--- config.mk ---
export PLATFORM = sky130hd
export DESIGN_NAME = player_motion_unit_flat
export DESIGN_NICKNAME = d
export VERILOG_FILES = /design/src/rtl/player_motion_unit_if.sv /design/src/rtl/player_motion_unit.sv /design/src/flat_wrapper.sv
export SDC_FILE = /design/constraint.sdc
export NUM_CORES = 1
export LEC_CHECK = 0
export BUFFER_PORTS_ARGS = -buffer_cell sky130_fd_sc_hd__buf_2
export CAP_MARGIN = 20
export CORE_MARGIN = 2
export CORE_UTILIZATION = 60
export DETAILED_ROUTE_END_ITERATION = 10
export GPL_ROUTABILITY_DRIVEN = 0
export HOLD_SLACK_MARGIN = 0.12
export PLACE_DENSITY = 0.8
export SYNTH_ARGS = -nofsm -noshare
export SYNTH_HDL_FRONTEND = slang
export SYNTH_SLANG_ARGS = --single-unit
--- constraint.sdc ---
create_clock -name clock -period 18.2 [get_ports clock]
set_clock_uncertainty 0.05 [all_clocks]
set_input_delay 2.73 -clock clock [delete_from_list [all_inputs] [get_ports clock]]
set_output_delay 2.73 -clock clock [all_outputs]
set_load 0.02 [all_outputs]
--- src/rtl/player_motion_unit_if.sv ---
// ============================================================================
// Module      : player_motion_unit_if
// Description : Start/done handshake, switch/pose inputs, pose results and
//               shared grid read port between sequencer and motion unit.
// Revision    : 1.0 - initial release
// ============================================================================
`default_nettype none

interface player_motion_unit_if;
  logic        start;
  logic        done;
  logic        turn_right;
  logic        turn_left;
  logic        move_forward;
  logic        move_backward;
  logic [13:0] cur_pos_x;
  logic [12:0] cur_pos_y;
  logic [7:0]  cur_angle;
  logic [13:0] next_pos_x;
  logic [12:0] next_pos_y;
  logic [7:0]  next_angle;
  logic [5:0]  grid_x;
  logic [4:0]  grid_y;
  logic [2:0]  grid_out;

  modport master (
    output start, turn_right, turn_left, move_forward, move_backward,
    output cur_pos_x, cur_pos_y, cur_angle, grid_out,
    input  done, next_pos_x, next_pos_y, next_angle, grid_x, grid_y
  );

  modport slave (
    input  start, turn_right, turn_left, move_forward, move_backward,
    input  cur_pos_x, cur_pos_y, cur_angle, grid_out,
    output done, next_pos_x, next_pos_y, next_angle, grid_x, grid_y
  );
endinterface

`default_nettype wire

--- src/rtl/player_motion_unit.sv ---
// ============================================================================
// Module      : player_motion_unit
// Description : Turns and moves the player one frame-step per start request,
//               resolving wall collisions per axis against the level grid.
// Revision    : 1.0 - initial release
// ============================================================================
`default_nettype none

module player_motion_unit #(
  parameter logic [7:0] TURN_STEP  = 8'd2,
  parameter logic [7:0] MOVE_SPEED = 8'd32
) (
  input  logic              clock,
  input  logic              reset,
  player_motion_unit_if.slave bus
);

  typedef enum logic [3:0] {
    S_IDLE  = 4'd0,
    S_ANGLE = 4'd1,
    S_XREQ  = 4'd2,
    S_XWAIT = 4'd3,
    S_XEVAL = 4'd4,
    S_YREQ  = 4'd5,
    S_YWAIT = 4'd6,
    S_YEVAL = 4'd7,
    S_DONE  = 4'd8
  } state_t;

  // Quarter-wave magnitude: round(127*sin(pi/2 * i/64)), i = 0..64
  function automatic logic [6:0] quarter_sin(input logic [6:0] i);
    logic [6:0] m;
    case (i)
      7'd0:  m = 7'd0;   7'd1:  m = 7'd3;   7'd2:  m = 7'd6;   7'd3:  m = 7'd9;
      7'd4:  m = 7'd12;  7'd5:  m = 7'd16;  7'd6:  m = 7'd19;  7'd7:  m = 7'd22;
      7'd8:  m = 7'd25;  7'd9:  m = 7'd28;  7'd10: m = 7'd31;  7'd11: m = 7'd34;
      7'd12: m = 7'd37;  7'd13: m = 7'd40;  7'd14: m = 7'd43;  7'd15: m = 7'd46;
      7'd16: m = 7'd49;  7'd17: m = 7'd51;  7'd18: m = 7'd54;  7'd19: m = 7'd57;
      7'd20: m = 7'd60;  7'd21: m = 7'd63;  7'd22: m = 7'd65;  7'd23: m = 7'd68;
      7'd24: m = 7'd71;  7'd25: m = 7'd73;  7'd26: m = 7'd76;  7'd27: m = 7'd78;
      7'd28: m = 7'd81;  7'd29: m = 7'd83;  7'd30: m = 7'd85;  7'd31: m = 7'd88;
      7'd32: m = 7'd90;  7'd33: m = 7'd92;  7'd34: m = 7'd94;  7'd35: m = 7'd96;
      7'd36: m = 7'd98;  7'd37: m = 7'd100; 7'd38: m = 7'd102; 7'd39: m = 7'd104;
      7'd40: m = 7'd106; 7'd41: m = 7'd107; 7'd42: m = 7'd109; 7'd43: m = 7'd111;
      7'd44: m = 7'd112; 7'd45: m = 7'd113; 7'd46: m = 7'd115; 7'd47: m = 7'd116;
      7'd48: m = 7'd117; 7'd49: m = 7'd118; 7'd50: m = 7'd120; 7'd51: m = 7'd121;
      7'd52: m = 7'd122; 7'd53: m = 7'd122; 7'd54: m = 7'd123; 7'd55: m = 7'd124;
      7'd56: m = 7'd125; 7'd57: m = 7'd125; 7'd58: m = 7'd126; 7'd59: m = 7'd126;
      7'd60: m = 7'd126; 7'd61: m = 7'd127; 7'd62: m = 7'd127; 7'd63: m = 7'd127;
      default: m = 7'd127;
    endcase
    return m;
  endfunction

  // Full-wave sine by mirroring the quarter table in odd quadrants and
  // negating in the lower half-turn.
  function automatic logic signed [7:0] sin8(input logic [7:0] a);
    logic [6:0] idx;
    logic [7:0] mag;
    idx = a[6] ? (7'd64 - {1'b0, a[5:0]}) : {1'b0, a[5:0]};
    mag = {1'b0, quarter_sin(idx)};
    return a[7] ? -mag : mag;
  endfunction

  state_t      r_state;
  logic        r_turn_right;
  logic        r_turn_left;
  logic        r_move;
  logic        r_back;
  logic [13:0] r_cx;
  logic [12:0] r_cy;
  logic        r_cx_ok;
  logic        r_cy_ok;
  logic        r_done;
  logic [13:0] r_next_pos_x;
  logic [12:0] r_next_pos_y;
  logic [7:0]  r_next_angle;
  logic [5:0]  r_grid_x;
  logic [4:0]  r_grid_y;

  logic [7:0]         w_na;
  logic signed [7:0]  w_sin;
  logic signed [7:0]  w_cos;
  logic signed [15:0] w_speed;
  logic signed [15:0] w_prod_x;
  logic signed [15:0] w_prod_y;
  logic signed [15:0] w_step_x;
  logic signed [15:0] w_step_y;
  logic signed [15:0] w_dx;
  logic signed [15:0] w_dy;
  logic [15:0]        w_cx;
  logic [15:0]        w_cy;
  logic               w_cx_ok;
  logic               w_cy_ok;
  logic               w_cell_free;
  logic [13:0]        w_nx;
  logic [12:0]        w_ny;

  always_comb begin
    w_na = bus.cur_angle;
    if (r_turn_right && !r_turn_left) begin
      w_na = bus.cur_angle + TURN_STEP;
    end else if (r_turn_left && !r_turn_right) begin
      w_na = bus.cur_angle - TURN_STEP;
    end
  end

  assign w_sin    = sin8(w_na);
  assign w_cos    = sin8(w_na + 8'd64);
  assign w_speed  = {8'd0, MOVE_SPEED};
  assign w_prod_x = w_speed * {{8{w_cos[7]}}, w_cos};
  assign w_prod_y = w_speed * {{8{w_sin[7]}}, w_sin};
  // Floor shift first, then negate: backward steps are not mirror images
  // of forward steps when the product is not a multiple of 128.
  assign w_step_x = w_prod_x >>> 7;
  assign w_step_y = w_prod_y >>> 7;
  assign w_dx     = r_back ? -w_step_x : w_step_x;
  assign w_dy     = r_back ? -w_step_y : w_step_y;

  assign w_cx    = {2'b00, bus.cur_pos_x} + w_dx;
  assign w_cy    = {3'b000, bus.cur_pos_y} + w_dy;
  assign w_cx_ok = (w_cx[15:14] == 2'b00);
  assign w_cy_ok = (w_cy[15:13] == 3'b000);

  assign w_cell_free = (bus.grid_out == 3'd0);
  assign w_nx = (r_cx_ok && w_cell_free) ? r_cx : bus.cur_pos_x;
  assign w_ny = (r_cy_ok && w_cell_free) ? r_cy : bus.cur_pos_y;

  always_ff @(posedge clock) begin
    if (reset) begin
      r_state      <= S_IDLE;
      r_turn_right <= 1'b0;
      r_turn_left  <= 1'b0;
      r_move       <= 1'b0;
      r_back       <= 1'b0;
      r_cx         <= 14'd0;
      r_cy         <= 13'd0;
      r_cx_ok      <= 1'b0;
      r_cy_ok      <= 1'b0;
      r_done       <= 1'b0;
      r_next_pos_x <= 14'd0;
      r_next_pos_y <= 13'd0;
      r_next_angle <= 8'd0;
      r_grid_x     <= 6'd0;
      r_grid_y     <= 5'd0;
    end else begin
      r_done <= 1'b0;
      case (r_state)
        S_IDLE: begin
          if (bus.start) begin
            r_turn_right <= bus.turn_right;
            r_turn_left  <= bus.turn_left;
            r_move       <= bus.move_forward ^ bus.move_backward;
            r_back       <= bus.move_backward;
            r_state      <= S_ANGLE;
          end
        end
        S_ANGLE: begin
          r_next_angle <= w_na;
          r_cx         <= w_cx[13:0];
          r_cy         <= w_cy[12:0];
          r_cx_ok      <= w_cx_ok;
          r_cy_ok      <= w_cy_ok;
          if (r_move) begin
            // A rejected candidate leaves the address bus parked at zero.
            r_grid_x <= w_cx_ok ? w_cx[13:8] : 6'd0;
            r_grid_y <= w_cx_ok ? bus.cur_pos_y[12:8] : 5'd0;
            r_state  <= S_XREQ;
          end else begin
            r_next_pos_x <= bus.cur_pos_x;
            r_next_pos_y <= bus.cur_pos_y;
            r_done       <= 1'b1;
            r_state      <= S_DONE;
          end
        end
        S_XREQ:  r_state <= S_XWAIT;
        S_XWAIT: r_state <= S_XEVAL;
        S_XEVAL: begin
          r_next_pos_x <= w_nx;
          r_grid_x     <= r_cy_ok ? w_nx[13:8] : 6'd0;
          r_grid_y     <= r_cy_ok ? r_cy[12:8] : 5'd0;
          r_state      <= S_YREQ;
        end
        S_YREQ:  r_state <= S_YWAIT;
        S_YWAIT: r_state <= S_YEVAL;
        S_YEVAL: begin
          r_next_pos_y <= w_ny;
          r_grid_x     <= 6'd0;
          r_grid_y     <= 5'd0;
          r_done       <= 1'b1;
          r_state      <= S_DONE;
        end
        S_DONE:  r_state <= S_IDLE;
        default: r_state <= S_IDLE;
      endcase
    end
  end

  assign bus.done       = r_done;
  assign bus.next_pos_x = r_next_pos_x;
  assign bus.next_pos_y = r_next_pos_y;
  assign bus.next_angle = r_next_angle;
  assign bus.grid_x     = r_grid_x;
  assign bus.grid_y     = r_grid_y;

endmodule

`default_nettype wire
--- src/flat_wrapper.sv ---
// flat-port wrapper written by rule: the top's interface ports become plain ports
module player_motion_unit_flat 
#(
  parameter logic [7:0] TURN_STEP  = 8'd2,
  parameter logic [7:0] MOVE_SPEED = 8'd32
)
  (clock, reset, bus_start, bus_turn_right, bus_turn_left, bus_move_forward, bus_move_backward, bus_cur_pos_x, bus_cur_pos_y, bus_cur_angle, bus_grid_out, bus_done, bus_next_pos_x, bus_next_pos_y, bus_next_angle, bus_grid_x, bus_grid_y);
  player_motion_unit_if bus_i ();
  input  logic clock;
  input  logic reset;
  input wire logic [$bits(bus_i.start)-1:0] bus_start;
  input wire logic [$bits(bus_i.turn_right)-1:0] bus_turn_right;
  input wire logic [$bits(bus_i.turn_left)-1:0] bus_turn_left;
  input wire logic [$bits(bus_i.move_forward)-1:0] bus_move_forward;
  input wire logic [$bits(bus_i.move_backward)-1:0] bus_move_backward;
  input wire logic [$bits(bus_i.cur_pos_x)-1:0] bus_cur_pos_x;
  input wire logic [$bits(bus_i.cur_pos_y)-1:0] bus_cur_pos_y;
  input wire logic [$bits(bus_i.cur_angle)-1:0] bus_cur_angle;
  input wire logic [$bits(bus_i.grid_out)-1:0] bus_grid_out;
  output wire logic [$bits(bus_i.done)-1:0] bus_done;
  output wire logic [$bits(bus_i.next_pos_x)-1:0] bus_next_pos_x;
  output wire logic [$bits(bus_i.next_pos_y)-1:0] bus_next_pos_y;
  output wire logic [$bits(bus_i.next_angle)-1:0] bus_next_angle;
  output wire logic [$bits(bus_i.grid_x)-1:0] bus_grid_x;
  output wire logic [$bits(bus_i.grid_y)-1:0] bus_grid_y;
  assign bus_i.start = bus_start;
  assign bus_i.turn_right = bus_turn_right;
  assign bus_i.turn_left = bus_turn_left;
  assign bus_i.move_forward = bus_move_forward;
  assign bus_i.move_backward = bus_move_backward;
  assign bus_i.cur_pos_x = bus_cur_pos_x;
  assign bus_i.cur_pos_y = bus_cur_pos_y;
  assign bus_i.cur_angle = bus_cur_angle;
  assign bus_i.grid_out = bus_grid_out;
  assign bus_done = bus_i.done;
  assign bus_next_pos_x = bus_i.next_pos_x;
  assign bus_next_pos_y = bus_i.next_pos_y;
  assign bus_next_angle = bus_i.next_angle;
  assign bus_grid_x = bus_i.grid_x;
  assign bus_grid_y = bus_i.grid_y;
  player_motion_unit #(.TURN_STEP(TURN_STEP), .MOVE_SPEED(MOVE_SPEED)) u_core (.clock(clock), .reset(reset), .bus(bus_i));
endmodule
# ---- After elaboration in Yosys (flattened, before gate mapping)
# Memory sizes are Yosys's and may differ from the RTL's.
# Cells that the tools add are included.
dict set report op_classes {
  add_sub_neg 11
  reduce_logical 17
  n_mux 29
  n_eq_ne 10
  n_bitwise 1
}
# cell count
set op_table {}
lappend op_table {{$mux 16} 2}
lappend op_table {{$mux 8} 4}
lappend op_table {{$neg 6->16} 2}
lappend op_table {{$pmux 4 s8} 1}
lappend op_table {{$mux 14} 2}
lappend op_table {{$mux 7} 4}
lappend op_table {{$pmux 14 s2} 1}
lappend op_table {{$mux 13} 2}
lappend op_table {{$pmux 13 s2} 1}
lappend op_table {{$mux 6} 3}
lappend op_table {{$pmux 6 s3} 1}
lappend op_table {{$add 13x16->16} 1}
lappend op_table {{$add 14x16->16} 1}
lappend op_table {{$eq 4x3->1 const B} 4}
lappend op_table {{$neg 7->8} 2}
lappend op_table {{$mux 5} 3}
lappend op_table {{$pmux 5 s3} 1}
lappend op_table {{$sub 7x6->7 const A} 2}
lappend op_table {{$add 8x2->8 const B} 1}
lappend op_table {{$add 8x7->8 const B} 1}
lappend op_table {{$eq 4x2->1 const B} 2}
lappend op_table {{$mux 4} 2}
lappend op_table {{$reduce_and 2->1} 4}
lappend op_table {{$sub 8x2->8 const B} 1}
lappend op_table {{other kinds (13)} 20}
dict set report totals {
  in_bits 45
  n_memories 2
  elab_cells 85
  out_inout_bits 47
  rom_bits 896
  register_bits 84
}
# name words word_bits rd rd_clocked_by_memory_dff wr line
set mem_list {}
lappend mem_list {{(name not given)} 64 7 1 0 0 player_motion_unit.sv:33} ;# case (i)
lappend mem_list {{(name not given)} 64 7 1 0 0 player_motion_unit.sv:33}

# ---- Depth between registers and ports, before layout
# Gate-level depths: netlist of the first run.
# An unclocked memory read counts as a cell.
dict set report depth {
  word_depth 18
  depth_mapped 37
  ltp_nobuf 33
}

# ---- Least setup slack after synthesis of the first run
# Ideal clock, no wire load.
dict set report synth_path {
  path_kind {input to register}
  start {in bus_cur_angle[1]}
  end {reg u_core.r_grid_x[0], in the netlist u_core.bus.grid_x[0]}
  arrival_ns 9.530
  setup_time_ns 0.142
  path_buffers 3
  path_stages 34
  required_ns 18.008
  slack_ns 8.478
  cell_sequence {buf_2 -> xnor3_1 -> ha_1 -> clkbuf_1 -> inv_1 -> or4_1 -> nand3_1 -> ha_1 -> xnor3_1 -> or3_1 -> o211ai_1 -> a222oi_1 -> o211ai_1 -> o211ai_2 -> a21oi_1 -> xor2_1 -> ha_1 -> nand3_1 -> ha_1 -> o21ai_0 -> ha_1 -> a21oi_1 -> inv_1 -> a31oi_1 -> o21a_1 -> o21bai_1 -> o21a_1 -> and2_1 -> o31a_1 -> o32ai_1 -> clkbuf_1 -> nor2_1 -> o21ai_1 -> a311oi_1}
}
dict set report synth_via {
  elab_chain_cells 17
  elab_cells_between_ends 18
  classes_between {7 x add/sub; 9 x mux; 1 x reduce/logical; 1 x memory}
}
# item line
set synth_rtl {}
lappend synth_rtl {{start, declared} flat_wrapper.sv:18} ;# input wire logic [$bits(bus_i.cur_angle)-1:0] bus_cur_angle;
lappend synth_rtl {{$sub 8x2->8} player_motion_unit.sv:104} ;# w_na = bus.cur_angle - TURN_STEP;
lappend synth_rtl {{$mux 8} player_motion_unit.sv:103} ;# end else if (r_turn_left && !r_turn_right) begin
lappend synth_rtl {{$mux 8 *} player_motion_unit.sv:101} ;# if (r_turn_right && !r_turn_left) begin
lappend synth_rtl {{$add 8x7->8 *} player_motion_unit.sv:109} ;# assign w_cos = sin8(w_na + 8'd64);
lappend synth_rtl {{$sub 7x6->7} player_motion_unit.sv:60} ;# idx = a[6] ? (7'd64 - {1'b0, a[5:0]}) : {1'b0, a[5:0]};
lappend synth_rtl {{$mux 7} player_motion_unit.sv:60}
lappend synth_rtl {{$mem_v2 64x7} --}
lappend synth_rtl {{$mux 7} player_motion_unit.sv:33}
lappend synth_rtl {{$neg 7->8} player_motion_unit.sv:62} ;# return a[7] ? -mag : mag;
lappend synth_rtl {{$mux 8 *} player_motion_unit.sv:62}
lappend synth_rtl {{$neg 6->16} player_motion_unit.sv:117} ;# assign w_dx = r_back ? -w_step_x : w_step_x;
lappend synth_rtl {{$mux 16 *} player_motion_unit.sv:117}
lappend synth_rtl {{$add 14x16->16 *} player_motion_unit.sv:120} ;# assign w_cx = {2'b00, bus.cur_pos_x} + w_dx;
lappend synth_rtl {{$logic_not 2->1} player_motion_unit.sv:122} ;# assign w_cx_ok = (w_cx[15:14] == 2'b00);
lappend synth_rtl {{$mux 6 *} player_motion_unit.sv:166} ;# r_grid_x <= w_cx_ok ? w_cx[13:8] : 6'd0;
lappend synth_rtl {{$mux 6 *} player_motion_unit.sv:164} ;# if (r_move) begin
lappend synth_rtl {{$pmux 6 s3 *} player_motion_unit.sv:148} ;# case (r_state)
lappend synth_rtl {{end signal, assigned} player_motion_unit.sv:166}
lappend synth_rtl {{end signal, assigned} player_motion_unit.sv:180} ;# r_grid_x <= r_cy_ok ? w_nx[13:8] : 6'd0;
lappend synth_rtl {{end, declared} player_motion_unit.sv:78} ;# logic [5:0] r_grid_x;
# Every way passes the cells marked *; elsewhere a longest branch is shown, timed or not. The select of a mux whose other input is x is not followed.
# A chain may end at the register's enable or synchronous reset.

# ---- Worst setup path after layout of the first run
dict set report layout_path {
  start {in bus_cur_angle[0]}
  end {reg u_core.r_grid_y[3], in the netlist u_core.bus.grid_y[3]}
}
dict set report layout_via {
  elab_chain_cells 17
  elab_cells_between_ends 18
  classes_between {7 x add/sub; 9 x mux; 1 x reduce/logical; 1 x memory}
}
# item line
set layout_rtl {}
lappend layout_rtl {{$sub 8x2->8} player_motion_unit.sv:104}
lappend layout_rtl {{$mux 8} player_motion_unit.sv:103}
lappend layout_rtl {{$mux 8 *} player_motion_unit.sv:101}
lappend layout_rtl {{$add 8x7->8 *} player_motion_unit.sv:109}
lappend layout_rtl {{$sub 7x6->7} player_motion_unit.sv:60}
lappend layout_rtl {{$mux 7} player_motion_unit.sv:60}
lappend layout_rtl {{$mem_v2 64x7} --}
lappend layout_rtl {{$mux 7} player_motion_unit.sv:33}
lappend layout_rtl {{$neg 7->8} player_motion_unit.sv:62}
lappend layout_rtl {{$mux 8 *} player_motion_unit.sv:62}
lappend layout_rtl {{$neg 6->16} player_motion_unit.sv:117}
lappend layout_rtl {{$mux 16 *} player_motion_unit.sv:117}
lappend layout_rtl {{$add 14x16->16 *} player_motion_unit.sv:120}
lappend layout_rtl {{$logic_not 2->1 *} player_motion_unit.sv:122}
lappend layout_rtl {{$mux 5 *} player_motion_unit.sv:167} ;# r_grid_y <= w_cx_ok ? bus.cur_pos_y[12:8] : 5'd0;
lappend layout_rtl {{$mux 5 *} player_motion_unit.sv:164}
lappend layout_rtl {{$pmux 5 s3 *} player_motion_unit.sv:148}
lappend layout_rtl {{end signal, assigned} player_motion_unit.sv:167}
lappend layout_rtl {{end signal, assigned} player_motion_unit.sv:181} ;# r_grid_y <= r_cy_ok ? r_cy[12:8] : 5'd0;
lappend layout_rtl {{end, declared} player_motion_unit.sv:79} ;# logic [4:0] r_grid_y;
# Marks and branches as above.

==> impl_summary.log, run 1 <==
[metrics] maximum fanout along the worst path: 16
[metrics] number of buffers inserted by hold repair at cts: 0
[metrics] Die X-Extent: 121.1 um
[metrics] final critical-path setup slack: 7.583 ns
[metrics] largest net degree at the start of global routing: 73
[metrics] share of synthesized area occupied by flip-flops and latches: 20.43%
[metrics] total power divided by cell area: 92.07 mW/mm^2
[metrics] Synthesis Warnings: 0
[metrics] overall via count from detail_route: 8427
[metrics] std cell rows: 42
[metrics] met1 routed wirelength after detailed routing: 9.820 mm
[metrics] most used cells in the layout excluding fill and tap cells: 147 x nand2_1, 111 x nor2_1, 91 x buf_2
[metrics] largest buffer count on any clock path: 2
[metrics] Leakage: 3.708 nW
[metrics] number of buffers inserted during clock tree synthesis: 9
[metrics] slowest stage delay, CP: 0.60 ns
[metrics] WP data arrival: 10.83 ns
[metrics] fraction of final layout cells sized beyond drive strength 1: 15.08%
[metrics] worst min path class: reg -> reg
[metrics] start-to-end type of the worst setup path: in -> reg
[metrics] Vias per Instance: 6.433
[metrics] endpoints failing setup: 0
[metrics] CTS resizes: 0
[metrics] global-route wire length before repair: 38.18 mm
[metrics] Clk Latency, worst-skew pair: 0.35 ns
[metrics] amount of wire on met3 after detailed routing: 1.728 mm
[metrics] Starting Density: 61.91%
[metrics] commonest non-fill, non-tap cell in the layout: nand2_1
[metrics] Slowest-stage cell, CP: ha_1
[metrics] number of nets at the end of the flow: 1231
[metrics] DIE AREA: 0.01467 sq mm
[metrics] outcome: finished, final reports clean
[metrics] Post-synth EDFFs: 0
[metrics] number of hold-slack violations in the final timing report: 0
[metrics] post-CTS setup buffer count: 0
[metrics] average detailed-routed wire length per instance: 17.61 um
[metrics] achievable frequency: 0.09419 GHz
[metrics] number of synthesized register bits: 84
[metrics] Crit path required time: 18.41 ns
[metrics] global router's overall resource usage: 31.66%
[metrics] vias in the first global route: 7843
[metrics] Met2 Wirelength: 10.69 mm
[metrics] Sum Neg Setup Slack: 0 ns
[metrics] buffer cell driving the clock tree root: clkbuf_16
[metrics] Post-Layout Inst Area: 0.008979 sq mm
[metrics] final clock period utilization by the worst path: 58.34%
[metrics] RSZ-0062 raised after global routing: no
[metrics] Cells after Synth: 1086
[metrics] number of maximum-capacitance constraint violations: 0
[metrics] CORE AREA: 0.01330 sq mm
[metrics] CP startpoint kind: primary input
[metrics] # diodes: 0
[metrics] y dimension of the die: 121.1 um
[metrics] Post-Syn Area per Cell: 7.580 sq um
[metrics] final routed wirelength across all metal layers: 23.07 mm
[metrics] sort of element at the end of the critical path: register
[metrics] DRC violation total after the first TritonRoute iteration: 807
[metrics] antenna violations before repair: 0
[metrics] Clock Sink Count: 84
[metrics] post-detailed-route DRC marker count: 0
[metrics] remaining number of nets flagged by the antenna check after routing: 0
[metrics] final total power: 0.8266 mW
[metrics] Filler cells: 1183
[metrics] max-slew headroom at the worst pin: 21.79%
[metrics] CP most frequent cell: ha_1
[metrics] Remaining Overflow, GRT: 0
[metrics] Async SR Flop Fraction: 0%
[metrics] area post-placement: 0.008673 sq mm
[metrics] Worst VDD drop: 0.00005623 V
[metrics] fraction of the core area covered by cells at the end of the flow: 67.53%
[metrics] CTS tree: built
[metrics] transition at the pin with the smallest max-transition slack: 1.171 ns
[metrics] DP Wirelength: 16.57 mm
[metrics] io pins: 92
[metrics] pre-CTS setup slack: 7.444 ns
[metrics] post-synthesis instance area: 0.008232 sq mm
[metrics] shortest period the worst path allows: 10.62 ns
[metrics] level count of the clock H-tree: 3
[metrics] length of the first detailed-routing pass in iterations: 8
[metrics] total nets after synthesis: 1188
[metrics] max-slew violations: 0
[metrics] most common flop cell mapped by yosys: dfxtp_1
[metrics] uppermost signal routing layer after detailed routing: met4
[metrics] area added between synthesis and finish: 9.074%
[metrics] PortBufs: 91
[metrics] clock-pin transition on the worst setup and hold timing paths: 0.07 ns
[metrics] number of distinct library cells after synthesis: 106
[path summary, 6_finish.rpt]
path / startpoint / end / slack, ns / cells after the start
min reg2reg: u_core.bus.next_pos_y[7] / u_core.bus.next_pos_y[7] / 0.40 / 2
max: bus_cur_angle[0] / u_core.bus.grid_y[3] / 7.58 / 30
min: u_core.bus.next_pos_y[7] / u_core.bus.next_pos_y[7] / 0.40 / 2
max reg2reg: u_core.r_turn_right / u_core.bus.grid_y[3] / 9.41 / 29
[flip-flops by register name (all words and copies together), names as in the netlist, 4 cells and up]
name,count
u_core.bus.next_pos_y,13
u_core.bus.next_pos_x,14
u_core.r_state,4
u_core.r_cy,13
u_core.bus.next_angle,8
u_core.r_cx,14
u_core.bus.grid_x,6
u_core.bus.grid_y,5
[per-stage QoR]
step | cells | hold slack (ns)
4_1_cts | 1310 | 0.4016
6_report | 1310 | 0.3991
3_3_place_gp | 1294 | 0.3795
3_5_place_dp | 1294 | 0.3892
2_1_floorplan | 1086 | 0.3812
5_1_grt | 1310 | 0.4186
[worst max-delay path: cells and delay by family]
kind                       cells  cell delay, ns
buffers and inverters          4            0.95
and+or+nand+nor                7            1.94
xor gates and xnor gates       3            0.81
adders and majority gates      4            1.61
AOI/OAI and AO/OA             11            2.17
muxes                          1            0.59
[kinds of logic after synthesis]
group / Yosys count / synth area share [%]
mux: 48 / 6.004
compound gates: 334 / 29.06
simple gates: 403 / 23.10
fa+ha+maj: 61 / 9.333
xor+xnor: 57 / 6.673
flops: 84 / 20.43
buf+inv: 99 / 5.396
[synthesized netlist by cell type, drive strengths merged (13+ instances only)]
cell	number	area [sq um]
nand2	149	564.3
nor2	112	427.9
and2	13	81.33
o21ai	69	349.1
ha	55	688.2
inv	28	105.1
buf	26	170.2
o211ai	14	115.1
a311oi	17	161.4
a21oi	79	399.1
clkbuf	45	168.9
nor3	30	166.4
xnor2	43	391.6
a211oi	33	265.3
nand3	31	160.1
mux2i	40	404.1
dfxtp	84	1682
[area by class of cell]
type,instances,area [sq um],share of cell area (%)
timing repair buffer,103,545.5,6.076
clock inverter,7,80.08,0.8919
tap,176,220.2,2.453
multi-input combinational,903,6121,68.17
sequential,84,1682,18.73
inverter,28,105.1,1.171
clock buffer,9,225.2,2.508
[per-layer routing]
layer  vias to the layer above  track usage (%)
met5                         -                0
met4                         0            13.43
met3                        82            4.887
met2                       387            52.77
met1                      3874            40.65
li1                       4084                -
[power by group]
part / switching (mW) / internal [mW]
combinational: 0.255 / 0.164
sequential: 0.0111 / 0.201
clock: 0.0863 / 0.109
total: 0.353 / 0.474
(Power assumes the default switching activity.)
==> run 2: changes to the inputs <==
==> constraint.sdc (replaced) <==
create_clock -name clock -period 10.4 [get_ports clock]
set_clock_uncertainty 0.05 [all_clocks]
set_input_delay 1.56 -clock clock [delete_from_list [all_inputs] [get_ports clock]]
set_output_delay 1.56 -clock clock [all_outputs]
set_load 0.02 [all_outputs]
==> impl_summary.log, run 2 (synthesis results as in run 1) <==
[metrics] outcome: finished, final reports clean
[metrics] Clk Latency, worst-skew pair: 0.36 ns
[metrics] max-slew headroom at the worst pin: 33.30%
[metrics] number of nets at the end of the flow: 1234
[metrics] startpoint of the most critical register-to-register path: u_core.r_turn_left
[metrics] Vias per Instance: 6.480
[metrics] post-CTS setup buffer count: 0
[metrics] shortest period the worst path allows: 9.221 ns
[metrics] clock-pin transition on the worst setup and hold timing paths: 0.07 ns
[metrics] hold path startpoint: u_core.bus.next_pos_y[5]
[metrics] antenna violations before repair: 0
[metrics] remaining number of nets flagged by the antenna check after routing: 0
[metrics] Clock Sink Count: 84
[metrics] fraction of the core area covered by cells at the end of the flow: 67.96%
[metrics] io pins: 92
[metrics] Leakage: 3.734 nW
[metrics] start-to-end type of the worst setup path: in -> reg
[metrics] Cells after DPL: 1295
[metrics] post-route non-filler standard cell count: 1313
[metrics] CTS resizes: 0
[metrics] number of buffers inserted by hold repair at cts: 0
[metrics] RSZ-0062 raised after global routing: no
[metrics] final routed wirelength across all metal layers: 23.03 mm
[metrics] CORE AREA: 0.01330 sq mm
[metrics] # diodes: 0
[metrics] largest buffer count on any clock path: 2
[metrics] DIE AREA: 0.01467 sq mm
[metrics] length of the first detailed-routing pass in iterations: 6
[metrics] Die X-Extent: 121.1 um
[metrics] buffer cell driving the clock tree root: clkbuf_16
[metrics] level count of the clock H-tree: 3
[metrics] area added between synthesis and finish: 9.758%
[metrics] number of maximum-capacitance constraint violations: 0
[metrics] sort of element at the end of the critical path: register
[metrics] Starting Density: 61.91%
[metrics] slowest stage delay, CP: 0.54 ns
[metrics] DP Wirelength: 16.45 mm
[metrics] vias in the first global route: 7632
[metrics] DRC violation total after the first TritonRoute iteration: 907
[metrics] worst min path class: reg -> reg
[metrics] CP most frequent cell: a21oi_1
[metrics] CTS tree: built
[metrics] number of buffers inserted during clock tree synthesis: 9
[metrics] final critical-path setup slack: 1.179 ns
[metrics] fraction of final layout cells sized beyond drive strength 1: 15.30%
[metrics] Crit path required time: 10.65 ns
[metrics] largest net degree at the start of global routing: 73
[metrics] commonest non-fill, non-tap cell in the layout: nand2_1
[metrics] global router's overall resource usage: 30.96%
[metrics] endpoints failing setup: 0
[metrics] WP data arrival: 9.47 ns
[metrics] transition at the pin with the smallest max-transition slack: 0.9933 ns
[metrics] most used cells in the layout excluding fill and tap cells: 147 x nand2_1, 111 x nor2_1, 91 x buf_2
[metrics] pre-CTS setup slack: 0.9936 ns
[metrics] PortBufs: 91
[metrics] average detailed-routed wire length per instance: 17.54 um
[metrics] overall via count from detail_route: 8508
[metrics] total power divided by cell area: 162.7 mW/mm^2
[metrics] worst setup path start: bus_cur_angle[4]
[metrics] std cell rows: 42
[metrics] post-detailed-route DRC marker count: 0
[metrics] Worst VDD drop: 0.00008163 V
[metrics] Sum Neg Setup Slack: 0 ns
[metrics] CP startpoint kind: primary input
[metrics] final clock period utilization by the worst path: 88.66%
[metrics] maximum fanout along the worst path: 16
[metrics] number of hold-slack violations in the final timing report: 0
[metrics] global-route wire length before repair: 37.07 mm
[metrics] achievable frequency: 0.1085 GHz
[metrics] Remaining Overflow, GRT: 0
[metrics] Slowest-stage cell, CP: nor4b_2
[metrics] y dimension of the die: 121.1 um
[metrics] max-slew violations: 0
==> run 2: changes by cell type in the layout (fill, tap and decap cells not counted), sizes merged <==
cell / before / now
inv: 32 / 30
bufinv: 1 / 2
clkinv: 1 / 2
buf: 103 / 106
==> run 2: final cells by class <==
type	instances	area (sq um)
clock buffer	9	225.2
clock inverter	7	110.1
fill	1155	4260
inverter	28	105.1
multi-input combinational	903	6121
sequential	84	1682
tap	176	220.2
timing repair buffer	106	571.8
==> run 2: stage by stage <==
stage | area, sq um | hold WS [ns] | total power, mW
finish | 9035 | 0.4002 | 1.470
floorplan | 8232 | 0.3812 | 0.9425
global route | 9035 | 0.4222 | 1.560
global placement | 8681 | 0.3795 | 1.075
CTS | 9016 | 0.4049 | 1.457
detailed placement | 8681 | 0.3887 | 1.086
==> run 2: worst paths after layout <==
check             slack (ns)                       end  cells past startpoint
setup / recovery        1.18            u_core.r_cy_ok                     33
hold reg to reg         0.40  u_core.bus.next_pos_y[5]                      2
setup reg to reg        1.88            u_core.r_cy_ok                     32
hold / removal          0.40  u_core.bus.next_pos_y[5]                      2
==> run 2: critical path: cells and delay by family <==
family,cells,cell delay [ns]
xor+xnor,1,0.24
mux,1,0.39
buf+inv,3,0.49
fa+ha+maj,4,1.56
compound gates,18,3.49
simple gates,6,1.72
==> run 2: power breakdown <==
part           internal, mW  total (mW)  switching (mW)
Combinational         0.288       0.730           0.442
Sequential            0.353       0.372          0.0198
Clock                 0.215       0.368           0.153
Total                 0.855        1.47           0.615
==> run 2: routing by layer <==
metal | up-vias | GRT usage [%] | routed length, um
li1 | 4096 | - | -
met1 | 3869 | 39.12 | 9611
met2 | 457 | 51.79 | 10740
met3 | 86 | 5.451 | 1927
met4 | 0 | 13.29 | 756
met5 | - | 0 | 0
==> run 3: changes to the inputs <==
--- a/config.mk
+++ b/config.mk
@@ -8,11 +8,11 @@
 export BUFFER_PORTS_ARGS = -buffer_cell sky130_fd_sc_hd__buf_2
 export CAP_MARGIN = 20
 export CORE_MARGIN = 2
-export CORE_UTILIZATION = 60
+export CORE_UTILIZATION = 55
 export DETAILED_ROUTE_END_ITERATION = 10
 export GPL_ROUTABILITY_DRIVEN = 0
 export HOLD_SLACK_MARGIN = 0.12
-export PLACE_DENSITY = 0.8
+export PLACE_DENSITY = 0.78
 export SYNTH_ARGS = -nofsm -noshare
 export SYNTH_HDL_FRONTEND = slang
 export SYNTH_SLANG_ARGS = --single-unit
==> constraint.sdc (replaced) <==
create_clock -name clock -period 7.9 [get_ports clock]
set_clock_uncertainty 0.05 [all_clocks]
set_input_delay 1.185 -clock clock [delete_from_list [all_inputs] [get_ports clock]]
set_output_delay 1.185 -clock clock [all_outputs]
set_load 0.02 [all_outputs]
==> impl_summary.log, run 3 (synthesis results as in run 1) <==
[metrics] most used cells in the layout excluding fill and tap cells: 147 x nand2_1, 111 x nor2_1, 91 x buf_2
[metrics] Vias per Instance: 6.251
[metrics] clock-pin transition on the worst setup and hold timing paths: 0.07 ns
[metrics] Starting Density: 56.42%
[metrics] startpoint of the most critical register-to-register path: u_core.r_turn_left
[metrics] Clk Latency, worst-skew pair: 0.36 ns
[metrics] Clock Sink Count: 84
[metrics] slack of the worst reg-to-reg path: 0.56 ns
[metrics] max-slew violations: 0
[metrics] endpoints failing setup: 0
[metrics] number of cells traversed by the worst hold path: 2
[metrics] number of hold-slack violations in the final timing report: 0
[metrics] worst min path class: reg -> reg
[metrics] average detailed-routed wire length per instance: 17.11 um
[metrics] maximum fanout along the worst path: 12
[metrics] level count of the clock H-tree: 3
[metrics] io pins: 92
[metrics] length of the first detailed-routing pass in iterations: 5
[metrics] number of nets at the end of the flow: 1293
[metrics] post-detailed-route DRC marker count: 0
[metrics] DRC violation total after the first TritonRoute iteration: 642
[metrics] total power divided by cell area: 205.0 mW/mm^2
[metrics] start-to-end type of the worst setup path: in -> reg
[metrics] remaining number of nets flagged by the antenna check after routing: 0
[metrics] FF-to-FF End: u_core.bus.grid_x[1]
[metrics] number of buffers inserted by hold repair at cts: 0
[metrics] final routed wirelength across all metal layers: 23.61 mm
[metrics] buffer cell driving the clock tree root: clkbuf_16
[metrics] global router's overall resource usage: 29.28%
[metrics] sort of element at the end of the critical path: register
[metrics] overall via count from detail_route: 8627
[metrics] area added between synthesis and finish: 16.14%
[metrics] Leakage: 4.033 nW
[metrics] slowest stage delay, CP: 0.52 ns
[metrics] Hold EP: u_core.r_cx[4]
[metrics] CP startpoint kind: primary input
[metrics] fraction of final layout cells sized beyond drive strength 1: 20.82%
[metrics] PortBufs: 91
[metrics] WP data arrival: 7.68 ns
[metrics] Crit path required time: 8.05 ns
[metrics] CTS tree: built
[metrics] max-slew headroom at the worst pin: 33.71%
[metrics] Worst VDD drop: 0.0001140 V
[metrics] number of buffers inserted during clock tree synthesis: 9
[metrics] largest net degree at the start of global routing: 73
[metrics] final clock period utilization by the worst path: 95.34%
[metrics] CORE AREA: 0.01459 sq mm
[metrics] CP most frequent cell: ha_1
[metrics] global-route wire length before repair: 39.03 mm
[metrics] DIE AREA: 0.01596 sq mm
[metrics] Remaining Overflow, GRT: 0
[metrics] largest buffer count on any clock path: 2
[metrics] cell count of the worst reg-to-reg path: 32
[metrics] std cell rows: 44
[metrics] Slowest-stage cell, CP: or4_1
[metrics] hold path startpoint: u_core.r_cx[4]
[metrics] y dimension of the die: 126.3 um
[metrics] shortest period the worst path allows: 7.532 ns
[metrics] fraction of the core area covered by cells at the end of the flow: 65.53%
[metrics] vias in the first global route: 8144
[metrics] DP Wirelength: 17.24 mm
[metrics] # diodes: 0
[metrics] achievable frequency: 0.1328 GHz
[metrics] Worst Path Buf+Inv: 4
[metrics] final total power: 1.960 mW
[metrics] Die X-Extent: 126.3 um
[metrics] outcome: finished, final reports clean
[metrics] transition at the pin with the smallest max-transition slack: 0.9924 ns
[metrics] antenna violations before repair: 0
[metrics] number of maximum-capacitance constraint violations: 0
[metrics] commonest non-fill, non-tap cell in the layout: nand2_1
[metrics] Top Family by Delay on Critical Path: compound AO/OA/AOI/OAI gates
-- run 3: cell type report --
cell class	instances	area, sq um
Clock buffer	9	225.2
Clock inverter	7	57.56
Tap cell	184	230.2
Timing Repair Buffer	165	1060
Sequential cell	84	1682
Fill cell	1274	5029
Multi-Input combinational cell	903	6201
Inverter	28	105.1
-- run 3: worst max-delay path by stage --
stage | slack, ns | from | cells past startpoint | end
after floorplan | 0.03 | bus_cur_angle[1] | 34 | u_core.bus.grid_x[0]
after global placement | -0.11 | bus_cur_angle[1] | 31 | u_core.bus.grid_x[1]
after detailed placement | -0.24 | bus_cur_angle[1] | 29 | u_core.bus.grid_x[1]
after CTS | 0.09 | bus_cur_angle[1] | 29 | u_core.bus.grid_x[1]
after global routing | -0.03 | bus_cur_angle[1] | 33 | u_core.bus.grid_x[1]
final | 0.37 | bus_cur_angle[1] | 33 | u_core.bus.grid_x[1]
-- run 3: power breakdown --
group          internal (mW)  total [mW]  leakage [nW]  switching (mW)
combinational          0.446        1.06          3.21           0.610
sequential             0.464       0.489         0.686          0.0249
clock                  0.218       0.415         0.134           0.197
-- run 3: repair_timing --
action / 4_1_cts / 5_1_grt
gates resized for setup: 0 / 17
setup endpoints to repair: 0 / 15
buffers inserted: 0 / 3
-- run 3: tightest hold or removal path: cells and delay by family (launching register included) --
family,cells,cell delay [ns]
flip-flops,1,0.31
AND/OR/NAND/NOR,1,0.05
AO/OA/AOI/OAI,1,0.05
-- run 3: layer usage --
| metal | GRT usage (%) | wire length (um) | part of all wire, % | vias up |
|---|---|---|---|---|
| met5 | 0 | 0 | 0 | - |
| met4 | 12.86 | 810 | 3.4 | 0 |
| met3 | 5.230 | 1580 | 6.7 | 81 |
| met2 | 50.05 | 11220 | 48 | 372 |
| met1 | 36.06 | 9993 | 42 | 3962 |
| li1 | - | - | - | 4212 |
-- run 3: stage by stage --
step / setup WS, ns / cells / area (sq um) / hold WS [ns] / TNS, ns
3_5_place_dp: -0.2397 / 1360 / 9168 / 0.3916 / -2.702
5_1_grt: -0.02677 / 1380 / 9560 / 0.4172 / -0.06395
4_1_cts: 0.08681 / 1376 / 9450 / 0.4025 / 0
6_report: 0.3681 / 1380 / 9560 / 0.4027 / 0
2_1_floorplan: 0.02830 / 1086 / 8259 / 0.3812 / 0
3_3_place_gp: -0.1099 / 1360 / 9168 / 0.3786 / -1.269
